===== src/rtl/gnrl_dconv_decim_pkg.sv =====
// Shared types and constants for the fs/4 downconverter/decimator slice.
// Holds the control state encoding, the mixer phase codes and the AC-sample width helper.
package gnrl_dconv_pkg;

  typedef enum logic [0:0] {
    IDLE = 1'b0,
    RUN  = 1'b1
  } dconv_state_e;

  localparam logic [1:0] PH_0 = 2'd0;
  localparam logic [1:0] PH_1 = 2'd1;
  localparam logic [1:0] PH_2 = 2'd2;
  localparam logic [1:0] PH_3 = 2'd3;

  // Unsigned sample minus signed DC term needs two extra bits to stay exact.
  function automatic int ac_width(input int adc_width);
    return adc_width + 2;
  endfunction

endpackage


===== src/rtl/gnrl_dconv_decim_if.sv =====
// Output handshake bundle of the downconverter: I/Q result with valid/ready.
// The design side drives the result; the consumer side drives ready.
interface gnrl_dconv_decim_if #(
  parameter int ACC_WIDTH = 24
);
  logic signed [ACC_WIDTH-1:0] out_i;
  logic signed [ACC_WIDTH-1:0] out_q;
  logic                        out_valid;
  logic                        out_ready;

  modport master (output out_i, output out_q, output out_valid, input out_ready);
  modport slave  (input out_i, input out_q, input out_valid, output out_ready);
endinterface


===== src/rtl/gnrl_fs4_mixer.sv =====
// Combinational DC removal and fs/4 mixing with the 0/1/0/-1 sequence.
// Output width is exact: no saturation or wrap for any input combination.
module gnrl_fs4_mixer
  import gnrl_dconv_pkg::*;
#(
  parameter int ADC_WIDTH = 14
) (
  input  logic [ADC_WIDTH-1:0]                     adc_data_in,
  input  logic signed [ADC_WIDTH:0]                adc_dcval_subtractor,
  input  logic [1:0]                               phase,
  output logic signed [ac_width(ADC_WIDTH)-1:0]    mix_i,
  output logic signed [ac_width(ADC_WIDTH)-1:0]    mix_q
);
  localparam int AW = ac_width(ADC_WIDTH);

  logic signed [AW-1:0] ac_s;
  logic signed [AW-1:0] neg_s;

  assign ac_s  = $signed({2'b00, adc_data_in}) -
                 $signed({adc_dcval_subtractor[ADC_WIDTH], adc_dcval_subtractor});
  assign neg_s = -ac_s;

  // Route +/-ac to I or Q according to the current phase.
  always_comb begin
    mix_i = {AW{1'b0}};
    mix_q = {AW{1'b0}};
    case (phase)
      PH_0:    mix_q = ac_s;
      PH_1:    mix_i = ac_s;
      PH_2:    mix_q = neg_s;
      PH_3:    mix_i = neg_s;
      default: begin
        mix_i = {AW{1'b0}};
        mix_q = {AW{1'b0}};
      end
    endcase
  end

endmodule


===== src/rtl/gnrl_dconv_decim.sv =====
// fs/4 quadrature downconverter with accumulate-and-dump decimation by a runtime factor N.
// A single holding register feeds the valid/ready output; dumps that find it full set overrun.
module gnrl_dconv_decim
  import gnrl_dconv_pkg::*;
#(
  parameter int ADC_WIDTH = 14,
  parameter int DECIM_W   = 8,
  parameter int ACC_WIDTH = ADC_WIDTH + 2 + DECIM_W
) (
  input  logic                     CLK,
  input  logic                     RESET,
  input  logic [ADC_WIDTH-1:0]     adc_data_in,
  input  logic signed [ADC_WIDTH:0] adc_dcval_subtractor,
  input  logic                     conv_en,
  input  logic [1:0]               phase_init,
  input  logic [DECIM_W-1:0]       decim_factor,
  gnrl_dconv_decim_if.master       out_if,
  output logic                     overrun,
  input  logic                     overrun_clr
);
  localparam int AW = ac_width(ADC_WIDTH);

  if (ACC_WIDTH < ADC_WIDTH + 2 + DECIM_W) begin : g_acc_width_check
    $error("gnrl_dconv_decim: ACC_WIDTH too small for ADC_WIDTH+2+DECIM_W");
  end

  dconv_state_e                state_r;
  logic [1:0]                  phase_r;
  logic [DECIM_W-1:0]          n_r;
  logic [DECIM_W-1:0]          count_r;
  logic signed [ACC_WIDTH-1:0] acc_i_r;
  logic signed [ACC_WIDTH-1:0] acc_q_r;
  logic signed [ACC_WIDTH-1:0] out_i_r;
  logic signed [ACC_WIDTH-1:0] out_q_r;
  logic                        out_valid_r;
  logic                        overrun_r;

  logic signed [AW-1:0]        mix_i_s;
  logic signed [AW-1:0]        mix_q_s;
  logic signed [ACC_WIDTH-1:0] sum_i_s;
  logic signed [ACC_WIDTH-1:0] sum_q_s;
  logic                        dump_s;
  logic                        load_s;
  logic                        drop_s;

  gnrl_fs4_mixer #(.ADC_WIDTH(ADC_WIDTH)) u_mixer (
    .adc_data_in          (adc_data_in),
    .adc_dcval_subtractor (adc_dcval_subtractor),
    .phase                (phase_r),
    .mix_i                (mix_i_s),
    .mix_q                (mix_q_s)
  );

  // Running sums including the current sample, plus dump/load/drop decisions.
  always_comb begin
    sum_i_s = acc_i_r + {{(ACC_WIDTH-AW){mix_i_s[AW-1]}}, mix_i_s};
    sum_q_s = acc_q_r + {{(ACC_WIDTH-AW){mix_q_s[AW-1]}}, mix_q_s};
    dump_s  = (state_r == RUN) && conv_en && (count_r == (n_r - {{(DECIM_W-1){1'b0}}, 1'b1}));
    load_s  = dump_s && (!out_valid_r || out_if.out_ready);
    drop_s  = dump_s && out_valid_r && !out_if.out_ready;
  end

  // Control FSM, accumulators, holding register and sticky overrun.
  always_ff @(posedge CLK or posedge RESET) begin
    if (RESET) begin
      state_r     <= IDLE;
      phase_r     <= PH_0;
      n_r         <= {DECIM_W{1'b0}};
      count_r     <= {DECIM_W{1'b0}};
      acc_i_r     <= {ACC_WIDTH{1'b0}};
      acc_q_r     <= {ACC_WIDTH{1'b0}};
      out_i_r     <= {ACC_WIDTH{1'b0}};
      out_q_r     <= {ACC_WIDTH{1'b0}};
      out_valid_r <= 1'b0;
      overrun_r   <= 1'b0;
    end else begin
      case (state_r)
        IDLE: begin
          if (conv_en) begin
            state_r <= RUN;
            phase_r <= phase_init;
            n_r     <= (decim_factor == {DECIM_W{1'b0}}) ? {{(DECIM_W-1){1'b0}}, 1'b1} : decim_factor;
            count_r <= {DECIM_W{1'b0}};
            acc_i_r <= {ACC_WIDTH{1'b0}};
            acc_q_r <= {ACC_WIDTH{1'b0}};
          end
        end
        RUN: begin
          if (conv_en) begin
            phase_r <= phase_r + 2'd1;
            if (dump_s) begin
              count_r <= {DECIM_W{1'b0}};
              acc_i_r <= {ACC_WIDTH{1'b0}};
              acc_q_r <= {ACC_WIDTH{1'b0}};
            end else begin
              count_r <= count_r + {{(DECIM_W-1){1'b0}}, 1'b1};
              acc_i_r <= sum_i_s;
              acc_q_r <= sum_q_s;
            end
          end else begin
            state_r <= IDLE;
          end
        end
        default: state_r <= IDLE;
      endcase

      if (load_s) begin
        out_i_r     <= sum_i_s;
        out_q_r     <= sum_q_s;
        out_valid_r <= 1'b1;
      end else if (out_valid_r && out_if.out_ready) begin
        out_valid_r <= 1'b0;
      end

      // A new overrun event takes priority over a coincident clear.
      if (drop_s) begin
        overrun_r <= 1'b1;
      end else if (overrun_clr) begin
        overrun_r <= 1'b0;
      end
    end
  end

  assign out_if.out_i     = out_i_r;
  assign out_if.out_q     = out_q_r;
  assign out_if.out_valid = out_valid_r;
  assign overrun          = overrun_r;

endmodule


===== src/flat_wrapper.sv =====
// flat-port wrapper written by rule: the top's interface ports become plain ports
module gnrl_dconv_decim_flat import gnrl_dconv_pkg::*;
#(
  parameter int ADC_WIDTH = 14,
  parameter int DECIM_W   = 8,
  parameter int ACC_WIDTH = ADC_WIDTH + 2 + DECIM_W
)
  (CLK, RESET, adc_data_in, adc_dcval_subtractor, conv_en, phase_init, decim_factor, overrun, overrun_clr, out_if_out_i, out_if_out_q, out_if_out_valid, out_if_out_ready);
  gnrl_dconv_decim_if #(.ACC_WIDTH(ACC_WIDTH)) out_if_i ();
  input  logic CLK;
  input  logic RESET;
  input  logic [ADC_WIDTH-1:0] adc_data_in;
  input  logic signed [ADC_WIDTH:0] adc_dcval_subtractor;
  input  logic conv_en;
  input  logic [1:0] phase_init;
  input  logic [DECIM_W-1:0] decim_factor;
  output logic overrun;
  input  logic overrun_clr;
  output wire logic [$bits(out_if_i.out_i)-1:0] out_if_out_i;
  output wire logic [$bits(out_if_i.out_q)-1:0] out_if_out_q;
  output wire logic [$bits(out_if_i.out_valid)-1:0] out_if_out_valid;
  input wire logic [$bits(out_if_i.out_ready)-1:0] out_if_out_ready;
  assign out_if_out_i = out_if_i.out_i;
  assign out_if_out_q = out_if_i.out_q;
  assign out_if_out_valid = out_if_i.out_valid;
  assign out_if_i.out_ready = out_if_out_ready;
  gnrl_dconv_decim #(.ADC_WIDTH(ADC_WIDTH), .DECIM_W(DECIM_W), .ACC_WIDTH(ACC_WIDTH)) u_core (.CLK(CLK), .RESET(RESET), .adc_data_in(adc_data_in), .adc_dcval_subtractor(adc_dcval_subtractor), .conv_en(conv_en), .phase_init(phase_init), .decim_factor(decim_factor), .out_if(out_if_i), .overrun(overrun), .overrun_clr(overrun_clr));
endmodule

===== config.mk =====
export PLATFORM = sky130hd
export DESIGN_NAME = gnrl_dconv_decim_flat
export DESIGN_NICKNAME = d
export VERILOG_FILES = /design/src/rtl/gnrl_dconv_decim_pkg.sv /design/src/rtl/gnrl_dconv_decim_if.sv /design/src/rtl/gnrl_fs4_mixer.sv /design/src/rtl/gnrl_dconv_decim.sv /design/src/flat_wrapper.sv
export SDC_FILE = /design/constraint.sdc
export NUM_CORES = 1
export LEC_CHECK = 0
export ABC_AREA = 1
export CORE_MARGIN = 3
export CORE_UTILIZATION = 40
export DETAILED_ROUTE_END_ITERATION = 16
export GPL_TIMING_DRIVEN = 1
export MAX_ROUTING_LAYER = met4
export PLACE_DENSITY = 0.72
export SLEW_MARGIN = 0
export SYNTH_ARGS = -nofsm -noshare
export SYNTH_HDL_FRONTEND = slang
export SYNTH_SLANG_ARGS = --single-unit

===== constraint.sdc =====
create_clock -name CLK -period 6.84 [get_ports CLK]
set_clock_uncertainty 0.1 [all_clocks]
set_input_delay 1.368 -clock CLK [delete_from_list [all_inputs] [get_ports CLK]]
set_output_delay 1.368 -clock CLK [all_outputs]
set_load 0.01 [all_outputs]

==> impl_metrics.py, run 1 <==
metrics = {
    "synthesis": {
        "synth_top_cells_by_area": "sky130_fd_sc_hd__dfrtp_1 (34%), sky130_fd_sc_hd__nand2_1 (13%), sky130_fd_sc_hd__ha_1 (8.1%), sky130_fd_sc_hd__inv_1 (6.6%), sky130_fd_sc_hd__o21ai_0 (5.1%)",
        "ys_seq_elements": 117,
        "yosysMostFrequentCell": "sky130_fd_sc_hd__nand2_1",
        "synthDistinctLibCells": 52,
        "syn_nets": 1221,
        "synth-warning-count": 0,
        "synth_edf_count": 0,
        "post_synth_most_frequent_cells": "sky130_fd_sc_hd__nand2_1 (286), sky130_fd_sc_hd__inv_1 (149), sky130_fd_sc_hd__dfrtp_1 (117)",
        "synth_sequential_area_ratio": 0.343,
        "synth_area_sq_mm": 0.00854,
        "postSynth.topFlopCell": "sky130_fd_sc_hd__dfrtp_1",
        "postSynth.asyncResetShare": 1.00,
        "synthCells": 1119,
        "synthesized_area_divided_by_synthesized_cell_count_sq_um": 7.63,
        "synth_largest_area_cell": "sky130_fd_sc_hd__dfrtp_1",
        "synth_largest_type_area_fraction": 0.343,
    },
    "clock_tree": {
        "cts.path.max_buffers": 2,
        "cts_inserted_buffers": 17,
        "cts_tree": "yes",
        "cts.sinks": 117,
        "root_buffer_cell": "sky130_fd_sc_hd__clkbuf_16",
        "path_clk_slew_ns": 0.05,
        "worst_skew_pair.late_latency_ns": 0.43,
        "post_cts.repair.setup_buffers": 0,
        "ctsResizeCount": 0,
        "cts.htree.levels": 4,
        "hold_buffers": 0,
    },
    "timing": {
        "hold_viol_final": 0,
        "finalCritPeriodShare": 0.849,
        "final_critical_path_setup_slack_ns": 1.03,
        "report.final.slew_viol_count": 0,
        "slew-limit-headroom": 0.424,
        "achievable-frequency_ghz": 0.172,
        "setup_repair_after_global_routing_missed_its_margin": "no",
        "tightestPinTransition_ns": 0.863,
        "report.final.setup_viol": 0,
        "final_period_minus_worst_setup_slack_ns": 5.81,
        "setup_tns_ns": 0,
    },
    "layout": {
        "final_core_util": 0.499,
        "nNetsFinal": 1309,
        "areaGrowthSynthToFinish_pct": 20.6,
        "diodes": 0,
        "drive_gt1_frac": 0.0894,
        "fillers": 1961,
    },
    "critical_path": {
        "cp.buffers_inverters": 5,
        "worstSetupPathType": "in -> reg",
        "timing.critical_path.from_type": "primary input",
        "end_kind": "flop",
        "worst_path_max_delay_cell": "sky130_fd_sc_hd__clkdlybuf4s50_1",
        "critical_path_required_ns": 7.05,
        "crit_path_max_incr_delay_ns": 0.45,
        "path_delay_family": "simple AND/OR/NAND/NOR gates",
        "cpMostUsedCell": "sky130_fd_sc_hd__nand2_1",
        "cp_data_arrival_time_ns": 6.02,
        "maximum_fanout_count_along_the_critical_path": 5,
    },
    "routing": {
        "drt_drc_violations_left": 0,
        "dr.first_iter.drc_count": 466,
        "routed_wire_per_std_cell_microns": 14.1,
        "finalWirelength_mm": 20.9,
        "vias_cell": 5.07,
        "drtPass1Iterations": 5,
        "route.vias.total": 7550,
        "antenna_violating_nets_post_route": 0,
    },
    "power": {
        "power.sequential.fraction": 0.299,
        "clock_power_share": 0.302,
        "max_rail_drop_vdd_v": 0.000166,
        "net-switching-power_w": 0.00125,
        "report.power.total_w": 0.00327,
        "powerDensity_mw_per_mm2": 317,
        "p_comb_frac": 0.399,
        "switching_share": 0.384,
        "power.static_leakage_nw": 5.17,
        "intPower_w": 0.00201,
    },
    "global_routing": {
        "via_count_of_the_first_global_routing_pass": 7364,
        "maximum_number_of_pins_on_one_net_before_global_route_repair": 77,
        "grt_pass1_wl_mm": 35.3,
        "grt_antenna_before_repair": 0,
        "globalRouteTotalUtil": 0.188,
        "grt_overflow_total": 0,
    },
    "die": {
        "chipHeight_microns": 152,
        "placementRows": 52,
        "top_level_ports": 94,
        "floorplan.die.width_microns": 152,
        "floorplan.initialDensity": 0.414,
        "design.core.area_sq_mm": 0.0206,
        "fp.dieArea_sq_mm": 0.0231,
    },
    "run_status": {
        "status": "complete, no violations",
    },
    "placed_design": {
        "pre_cts_ws_ns": 0.643,
        "gp_congestion": 0.916,
        "port_buffers": 93,
        "dpl.hpwl_mm": 15.4,
    },
    "worst_hold_path": {
        "min-delay-path-class": "reg -> reg",
    },
    "run": {
        "cap_viol_max_count": 0,
    },
}
## path summary, 6_finish.rpt
| kind | from | endpoint | slack (ns) | cells after the start |
|---|---|---|---|---|
| setup / recovery | adc_data_in[0] | u_core.out_if.out_q[23] | 1.03 | 30 |
| hold / removal | u_core.out_if.out_i[23] | u_core.out_if.out_i[23] | 0.37 | 2 |
| setup reg to reg | u_core.phase_r[0] | u_core.acc_i_r[22] | 2.66 | 21 |
| hold reg to reg | u_core.out_if.out_i[23] | u_core.out_if.out_i[23] | 0.37 | 2 |
| max in group asynchronous | RESET | u_core.out_if.out_valid | 4.09 | 3 |
| min in group asynchronous | RESET | u_core.out_if.out_q[18] | 1.40 | 2 |
## state kept, by name, summed over array words and instances, names as in the netlist
| register | count |
|---|---|
| u_core.state_r | 1 |
| u_core.overrun | 1 |
| u_core.n_r | 8 |
| u_core.out_if.out_valid | 1 |
| u_core.count_r | 8 |
| u_core.acc_i_r | 24 |
| u_core.phase_r | 2 |
| u_core.out_if.out_q | 24 |
| u_core.out_if.out_i | 24 |
| u_core.acc_q_r | 24 |
## area by class of cell
class                   count  area (sq um)  area share
clock buffers              18           429      0.0417
flip-flops and latches    117          2930       0.284
well taps                 270           338      0.0328
multi-input cells         819          4850       0.471
repair buffers             98           968      0.0940
clock inverters            13           205      0.0199
inverters                 154           581      0.0564
## cells by family (layout without fill, tap and decap cells)
family | after synthesis | count (layout) | share of synthesized area
compound gates | 208 | 208 | 0.137
xor+xnor | 65 | 65 | 0.0693
fa+ha+maj | 58 | 58 | 0.0876
buf+inv | 183 | 283 | 0.0891
flops | 117 | 117 | 0.343
mux | 4 | 4 | 0.00498
simple gates | 484 | 484 | 0.269
## metrics by stage
stage	instances	hold slack [ns]	cell area (sq um)
6_report	1489	0.374	10300
5_1_grt	1489	0.399	10300
4_1_cts	1489	0.380	10300
3_5_place_dp	1458	0.365	9660
3_3_place_gp	1458	0.363	9660
2_1_floorplan	1119	0.355	8540
## layout by cell type, fill, tap and decap left out, drive strengths merged
cell type      instances
a21boi                 5
a21o                   1
a21oi                 50
a221oi                 1
a22o                   1
a32o                   1
buf                    5
bufinv                 5
clkbuf                18
clkdlybuf4s50         93
clkinv                 4
clkinvlp               3
dfrtp                117
fa                     3
ha                    55
inv                  155
mux2                   2
mux2i                  2
nand2                323
nand3                 76
nand3b                 7
nand4                 10
nor2                  49
nor3                   9
nor4                   6
o211ai                 1
o21ai                 95
o21bai                 6
o221ai                 2
o22ai                 37
o31ai                  2
o41ai                  6
or2                    3
or3b                   1
xnor2                 26
xor2                  39
## power by group through the flow
| stage | logic (W) | registers (W) | clock network, W |
|---|---|---|---|
| floorplan | 0.000926 | 0.000976 | 0 |
| global placement | 0.00127 | 0.000981 | 0 |
| detailed placement | 0.00129 | 0.000983 | 0 |
| CTS | 0.00131 | 0.000976 | 0.000997 |
| global route | 0.00148 | 0.000997 | 0.00103 |
| finish | 0.00131 | 0.000977 | 0.000986 |
## tightest hold or removal path, stage by stage (launching register included)
cell	delay [ns]
sky130_fd_sc_hd__dfrtp_1	0.34
sky130_fd_sc_hd__nand2_1	0.05
sky130_fd_sc_hd__nand2_1	0.05
## layer usage
metal	GRT usage	wire length, microns
met1	0.249	10200
met2	0.295	9510
met3	0.0421	980
met4	0.0437	219
met5	-	0
No activity file was read; power rests on OpenSTA's default activity.
==> run 2: changes to the inputs <==
--- a/config.mk
+++ b/config.mk
@@ -11,7 +11,7 @@
 export DETAILED_ROUTE_END_ITERATION = 16
 export GPL_TIMING_DRIVEN = 1
 export MAX_ROUTING_LAYER = met4
-export PLACE_DENSITY = 0.72
+export PLACE_DENSITY = 0.74
 export SLEW_MARGIN = 0
 export SYNTH_ARGS = -nofsm -noshare
 export SYNTH_HDL_FRONTEND = slang
==> constraint.sdc (replaced) <==
create_clock -name CLK -period 5.1 [get_ports CLK]
set_clock_uncertainty 0.1 [all_clocks]
set_input_delay 1.02 -clock CLK [delete_from_list [all_inputs] [get_ports CLK]]
set_output_delay 1.02 -clock CLK [all_outputs]
set_load 0.01 [all_outputs]
==> impl_metrics.py, run 2 (synthesis gave the netlist of run 1 again) <==
metrics = {
    "power": {
        "net-switching-power_w": 0.00186,
        "p_comb_frac": 0.473,
        "switching_share": 0.393,
        "max_rail_drop_vdd_v": 0.000202,
        "power.static_leakage_nw": 5.77,
        "clock_power_share": 0.248,
        "intPower_w": 0.00288,
        "power.sequential.fraction": 0.279,
        "powerDensity_mw_per_mm2": 419,
    },
    "routing": {
        "route.vias.total": 8102,
        "antenna_violating_nets_post_route": 0,
        "finalWirelength_mm": 22.2,
        "dr.first_iter.drc_count": 542,
        "routed_wire_per_std_cell_microns": 13.8,
        "drtPass1Iterations": 5,
        "drt_drc_violations_left": 0,
        "vias_cell": 5.05,
    },
    "critical_path": {
        "crit-reg2reg-capture": "u_core.out_if.out_q[10]",
        "cp.buffers_inverters": 4,
        "worstSetupPathType": "in -> reg",
        "cp_data_arrival_time_ns": 4.97,
        "maximum_fanout_count_along_the_critical_path": 4,
        "worst_r2r_startpoint": "u_core.phase_r[0]",
        "setup_slack_on_the_worst_flop_to_flop_path_ns": 1.20,
        "crit_path_max_incr_delay_ns": 0.47,
        "timing.critical_path.from_type": "primary input",
        "path_delay_family": "simple AND/OR/NAND/NOR gates",
        "r2r_cells": 20,
        "end_kind": "flop",
        "worst_path_max_delay_cell": "sky130_fd_sc_hd__clkdlybuf4s50_1",
        "cpMostUsedCell": "sky130_fd_sc_hd__nand2_1",
        "critical_path_required_ns": 5.31,
    },
    "global_routing": {
        "globalRouteTotalUtil": 0.199,
        "grt_overflow_total": 0,
        "via_count_of_the_first_global_routing_pass": 7927,
        "grt_antenna_before_repair": 0,
        "grt_pass1_wl_mm": 37.6,
        "maximum_number_of_pins_on_one_net_before_global_route_repair": 67,
    },
    "layout": {
        "layout_commonest_cell": "sky130_fd_sc_hd__nand2_1",
        "fillers": 1859,
        "final_cell_mix": "sky130_fd_sc_hd__nand2_1 (281), sky130_fd_sc_hd__inv_1 (141), sky130_fd_sc_hd__buf_4 (119)",
        "drive_gt1_frac": 0.201,
        "nNetsFinal": 1424,
        "areaGrowthSynthToFinish_pct": 32.7,
        "diodes": 0,
        "final_core_util": 0.549,
        "final-seq-area_sq_mm": 0.00293,
        "multiInputGateArea_sq_mm": 0.00506,
        "postLayoutCellArea_sq_mm": 0.0113,
    },
    "clock_tree": {
        "cts_inserted_buffers": 17,
        "root_buffer_cell": "sky130_fd_sc_hd__clkbuf_16",
        "hold_buffers": 0,
        "cts_tree": "yes",
        "path_clk_slew_ns": 0.06,
        "worst_skew_pair.late_latency_ns": 0.43,
        "cts.sinks": 117,
        "cts.path.max_buffers": 2,
        "cts.htree.levels": 4,
    },
    "run_status": {
        "status": "complete, no violations",
    },
    "die": {
        "floorplan.die.width_microns": 152,
        "fp.dieArea_sq_mm": 0.0231,
        "design.core.area_sq_mm": 0.0206,
        "chipHeight_microns": 152,
        "placementRows": 52,
        "floorplan.initialDensity": 0.414,
        "top_level_ports": 94,
    },
    "timing": {
        "finalCritPeriodShare": 0.932,
        "final_period_minus_worst_setup_slack_ns": 4.75,
        "report.final.setup_viol": 0,
        "hold_viol_final": 0,
        "report.final.slew_viol_count": 0,
        "tightestPinTransition_ns": 0.648,
        "achievable-frequency_ghz": 0.210,
        "slew-limit-headroom": 0.568,
    },
    "run": {
        "cap_viol_max_count": 0,
    },
    "placed_design": {
        "dpl.hpwl_mm": 16.2,
        "port_buffers": 93,
        "gp_congestion": 0.913,
        "dpl-instance-area_sq_mm": 0.0105,
    },
    "worst_hold_path": {
        "hold-path-endpoint": "u_core.out_if.out_i[23]",
        "min-delay-path-class": "reg -> reg",
        "worstHoldPathCells": 2,
        "holdCritStartpoint": "u_core.out_if.out_i[23]",
    },
}
[run 2: changes by cell type in the layout (fill, tap and decap cells not counted), sizes merged, moves of 2 or more]
cell | before | now
clkinv | 4 | 6
inv | 155 | 161
clkdlybuf4s50 | 93 | 91
buf | 5 | 120
bufinv | 5 | 1
clkinvlp | 3 | 1
dlymetal6s2s | 0 | 2
[run 2: worst max path at each step]
stage,startpoint,to,slack [ns],cells after the start
after floorplan,adc_data_in[0],u_core.acc_i_r[22],0.35,29
final,adc_data_in[1],u_core.out_if.out_i[22],0.35,28
after detailed placement,adc_data_in[0],u_core.acc_q_r[21],-0.54,30
after CTS,adc_data_in[0],u_core.acc_q_r[21],0.01,27
after global placement,adc_data_in[0],u_core.acc_q_r[21],-0.50,30
after global routing,adc_dcval_subtractor[2],u_core.acc_i_r[22],-0.01,34
[run 2: worst min-delay path, cell delays in order (launching register included)]
cell                      delay [ns]
sky130_fd_sc_hd__dfrtp_1        0.34
sky130_fd_sc_hd__nand2_1        0.05
sky130_fd_sc_hd__nand2_1        0.05
[run 2: area by class of cell]
type / count / share of cell area
multi-input combinational: 819 / 0.447
sequential: 117 / 0.259
timing repair buffer: 213 / 0.163
inverter: 154 / 0.0515
clock buffer: 17 / 0.0376
tap: 270 / 0.0298
clock inverter: 15 / 0.0127
[run 2: per-layer routing]
metal	global-route usage	up-vias	part of all wire
li1	-	4092	-
met4	0.0548	0	0.015
met2	0.314	185	0.47
met3	0.0279	32	0.037
met1	0.269	3793	0.48
met5	-	-	0
[run 2: stage by stage]
| stage | setup TNS [ns] | worst slack, ns | instances | total power [W] | hold WS [ns] |
|---|---|---|---|---|---|
| finish | 0 | 0.346 | 1605 | 0.00474 | 0.378 |
| global route | -0.00961 | -0.00961 | 1605 | 0.00507 | 0.411 |
| CTS | 0 | 0.0137 | 1597 | 0.00460 | 0.381 |
| detailed placement | -17.67 | -0.539 | 1564 | 0.00340 | 0.365 |
| global placement | -14.43 | -0.498 | 1564 | 0.00335 | 0.364 |
| floorplan | 0 | 0.355 | 1119 | 0.00255 | 0.355 |
[run 2: timing repair]
action	CTS	global route
resized for setup	5	58
pin swaps	2	24
buffers inserted	1	8
gates cloned	0	0
setup endpoints to repair	11	49
[run 2: power by group through the flow]
stage          logic, W  registers (W)  clock network, W
4_1_cts         0.00210        0.00131           0.00119
3_3_place_gp    0.00203        0.00132                 0
2_1_floorplan   0.00124        0.00131                 0
6_report        0.00224        0.00132           0.00118
3_5_place_dp    0.00207        0.00132                 0
5_1_grt         0.00249        0.00135           0.00123
==> run 3: changes to the inputs <==
--- a/config.mk
+++ b/config.mk
@@ -9,6 +9,7 @@
 export CORE_MARGIN = 3
 export CORE_UTILIZATION = 40
 export DETAILED_ROUTE_END_ITERATION = 16
+export GPL_ROUTABILITY_DRIVEN = 0
 export GPL_TIMING_DRIVEN = 1
 export MAX_ROUTING_LAYER = met4
 export PLACE_DENSITY = 0.74
==> impl_metrics.py, run 3 (synthesis gave the netlist of run 1 again) <==
metrics = {
    "run_status": {
        "status": "complete, no violations",
    },
    "layout": {
        "nNetsFinal": 1419,
        "drive_gt1_frac": 0.205,
        "final_cell_mix": "sky130_fd_sc_hd__nand2_1 (274), sky130_fd_sc_hd__inv_1 (142), sky130_fd_sc_hd__dfrtp_1 (117)",
        "postLayoutCellArea_sq_mm": 0.0114,
        "fillers": 1864,
        "layout_commonest_cell": "sky130_fd_sc_hd__nand2_1",
        "areaGrowthSynthToFinish_pct": 33.3,
        "diodes": 0,
    },
    "critical_path": {
        "crit_path_max_incr_delay_ns": 0.45,
        "end_kind": "flop",
        "cpMostUsedCell": "sky130_fd_sc_hd__nand2_1",
        "cp_data_arrival_time_ns": 4.99,
        "worstSetupPathType": "in -> reg",
        "critical_path_required_ns": 5.31,
        "timing.critical_path.from_type": "primary input",
        "r2r_cells": 20,
        "worst_path_max_delay_cell": "sky130_fd_sc_hd__clkdlybuf4s50_1",
        "maximum_fanout_count_along_the_critical_path": 8,
        "setup_slack_on_the_worst_flop_to_flop_path_ns": 1.18,
    },
    "clock_tree": {
        "root_buffer_cell": "sky130_fd_sc_hd__clkbuf_16",
        "cts_inserted_buffers": 17,
        "cts_tree": "yes",
        "cts.path.max_buffers": 2,
        "cts.htree.levels": 4,
        "hold_buffers": 0,
        "worst_skew_pair.late_latency_ns": 0.42,
        "cts.sinks": 117,
        "path_clk_slew_ns": 0.06,
    },
    "power": {
        "power.static_leakage_nw": 5.76,
        "report.power.total_w": 0.00478,
        "max_rail_drop_vdd_v": 0.000171,
        "powerDensity_mw_per_mm2": 420,
    },
    "placed_design": {
        "port_buffers": 93,
        "dpl.hpwl_mm": 15.7,
        "dpl-instance-area_sq_mm": 0.0105,
        "pre_cts_ws_ns": -0.495,
    },
    "worst_hold_path": {
        "worstHoldPathCells": 2,
        "min-delay-path-class": "reg -> reg",
    },
    "timing": {
        "report.final.slew_viol_count": 0,
        "report.final.setup_viol": 0,
        "final_critical_path_setup_slack_ns": 0.313,
        "slew-limit-headroom": 0.434,
        "setup_tns_ns": 0,
        "final_period_minus_worst_setup_slack_ns": 4.79,
        "achievable-frequency_ghz": 0.209,
        "tightestPinTransition_ns": 0.848,
        "finalCritPeriodShare": 0.939,
        "hold_viol_final": 0,
    },
    "routing": {
        "drt_drc_violations_left": 0,
        "antenna_violating_nets_post_route": 0,
        "vias_cell": 4.97,
        "route.vias.total": 7947,
        "finalWirelength_mm": 21.7,
        "routed_wire_per_std_cell_microns": 13.6,
        "drtPass1Iterations": 5,
        "dr.first_iter.drc_count": 510,
    },
    "global_routing": {
        "globalRouteTotalUtil": 0.191,
        "maximum_number_of_pins_on_one_net_before_global_route_repair": 67,
        "grt_antenna_before_repair": 0,
        "via_count_of_the_first_global_routing_pass": 7587,
        "grt_overflow_total": 0,
        "grt_pass1_wl_mm": 36.2,
    },
    "die": {
        "top_level_ports": 94,
        "placementRows": 52,
        "floorplan.die.width_microns": 152,
        "floorplan.initialDensity": 0.414,
        "design.core.area_sq_mm": 0.0206,
        "chipHeight_microns": 152,
        "fp.dieArea_sq_mm": 0.0231,
    },
    "run": {
        "cap_viol_max_count": 0,
    },
}
[run 3: what timing repair did]
item                                    in CTS  in global routing
setup buffers                                0                  6
endpoints found under the setup margin      10                 48
gates resized for setup                      3                 68
pin swaps                                    0                 37
[run 3: path summary, 6_finish.rpt]
path                                         start                 endpoint
max                        adc_dcval_subtractor[2]       u_core.acc_q_r[21]
min                        u_core.out_if.out_q[21]  u_core.out_if.out_q[21]
max reg2reg                      u_core.phase_r[0]  u_core.out_if.out_q[10]
min reg2reg                u_core.out_if.out_q[21]  u_core.out_if.out_q[21]
max in group asynchronous                    RESET            u_core.n_r[4]
min in group asynchronous                    RESET   u_core.out_if.out_i[5]
[run 3: per-layer routing]
layer  global-route usage  vias up  wire [microns]
met5                    -        -               0
met4               0.0518        0             327
met3               0.0344       26             943
met2                0.303      186           10200
met1                0.254     3662           10200
li1                     -     4073               -
[run 3: final cells by class]
cell class | count | area, sq um | area share
well taps | 270 | 338 | 0.0297
clock inverters | 14 | 178 | 0.0156
multi-input cells | 819 | 5090 | 0.447
flip-flops and latches | 117 | 2930 | 0.257
clock buffers | 18 | 439 | 0.0386
repair buffers | 208 | 1820 | 0.160
inverters | 154 | 583 | 0.0512
[run 3: through the flow]
step,util,hold slack (ns),cells
after global placement,0.508,0.366,1562
after CTS,0.538,0.385,1594
final,0.552,0.377,1600
after floorplan,-,0.355,1119
after global routing,0.552,0.394,1600
after detailed placement,0.508,0.370,1562
[run 3: worst max-delay path, delay by kind of cell]
family,cells,cell delay [ns]
compound gates,2,0.33
xor+xnor,1,0.24
fa+ha+maj,2,0.71
buf+inv,5,0.89
simple gates,19,1.81
[run 3: where the power goes]
part           internal [W]  switching [W]  total, W  leakage (nW)
clock network      0.000785       0.000462   0.00125         0.283
registers           0.00114       0.000179   0.00131          1.57
logic               0.00104        0.00118   0.00221          3.90
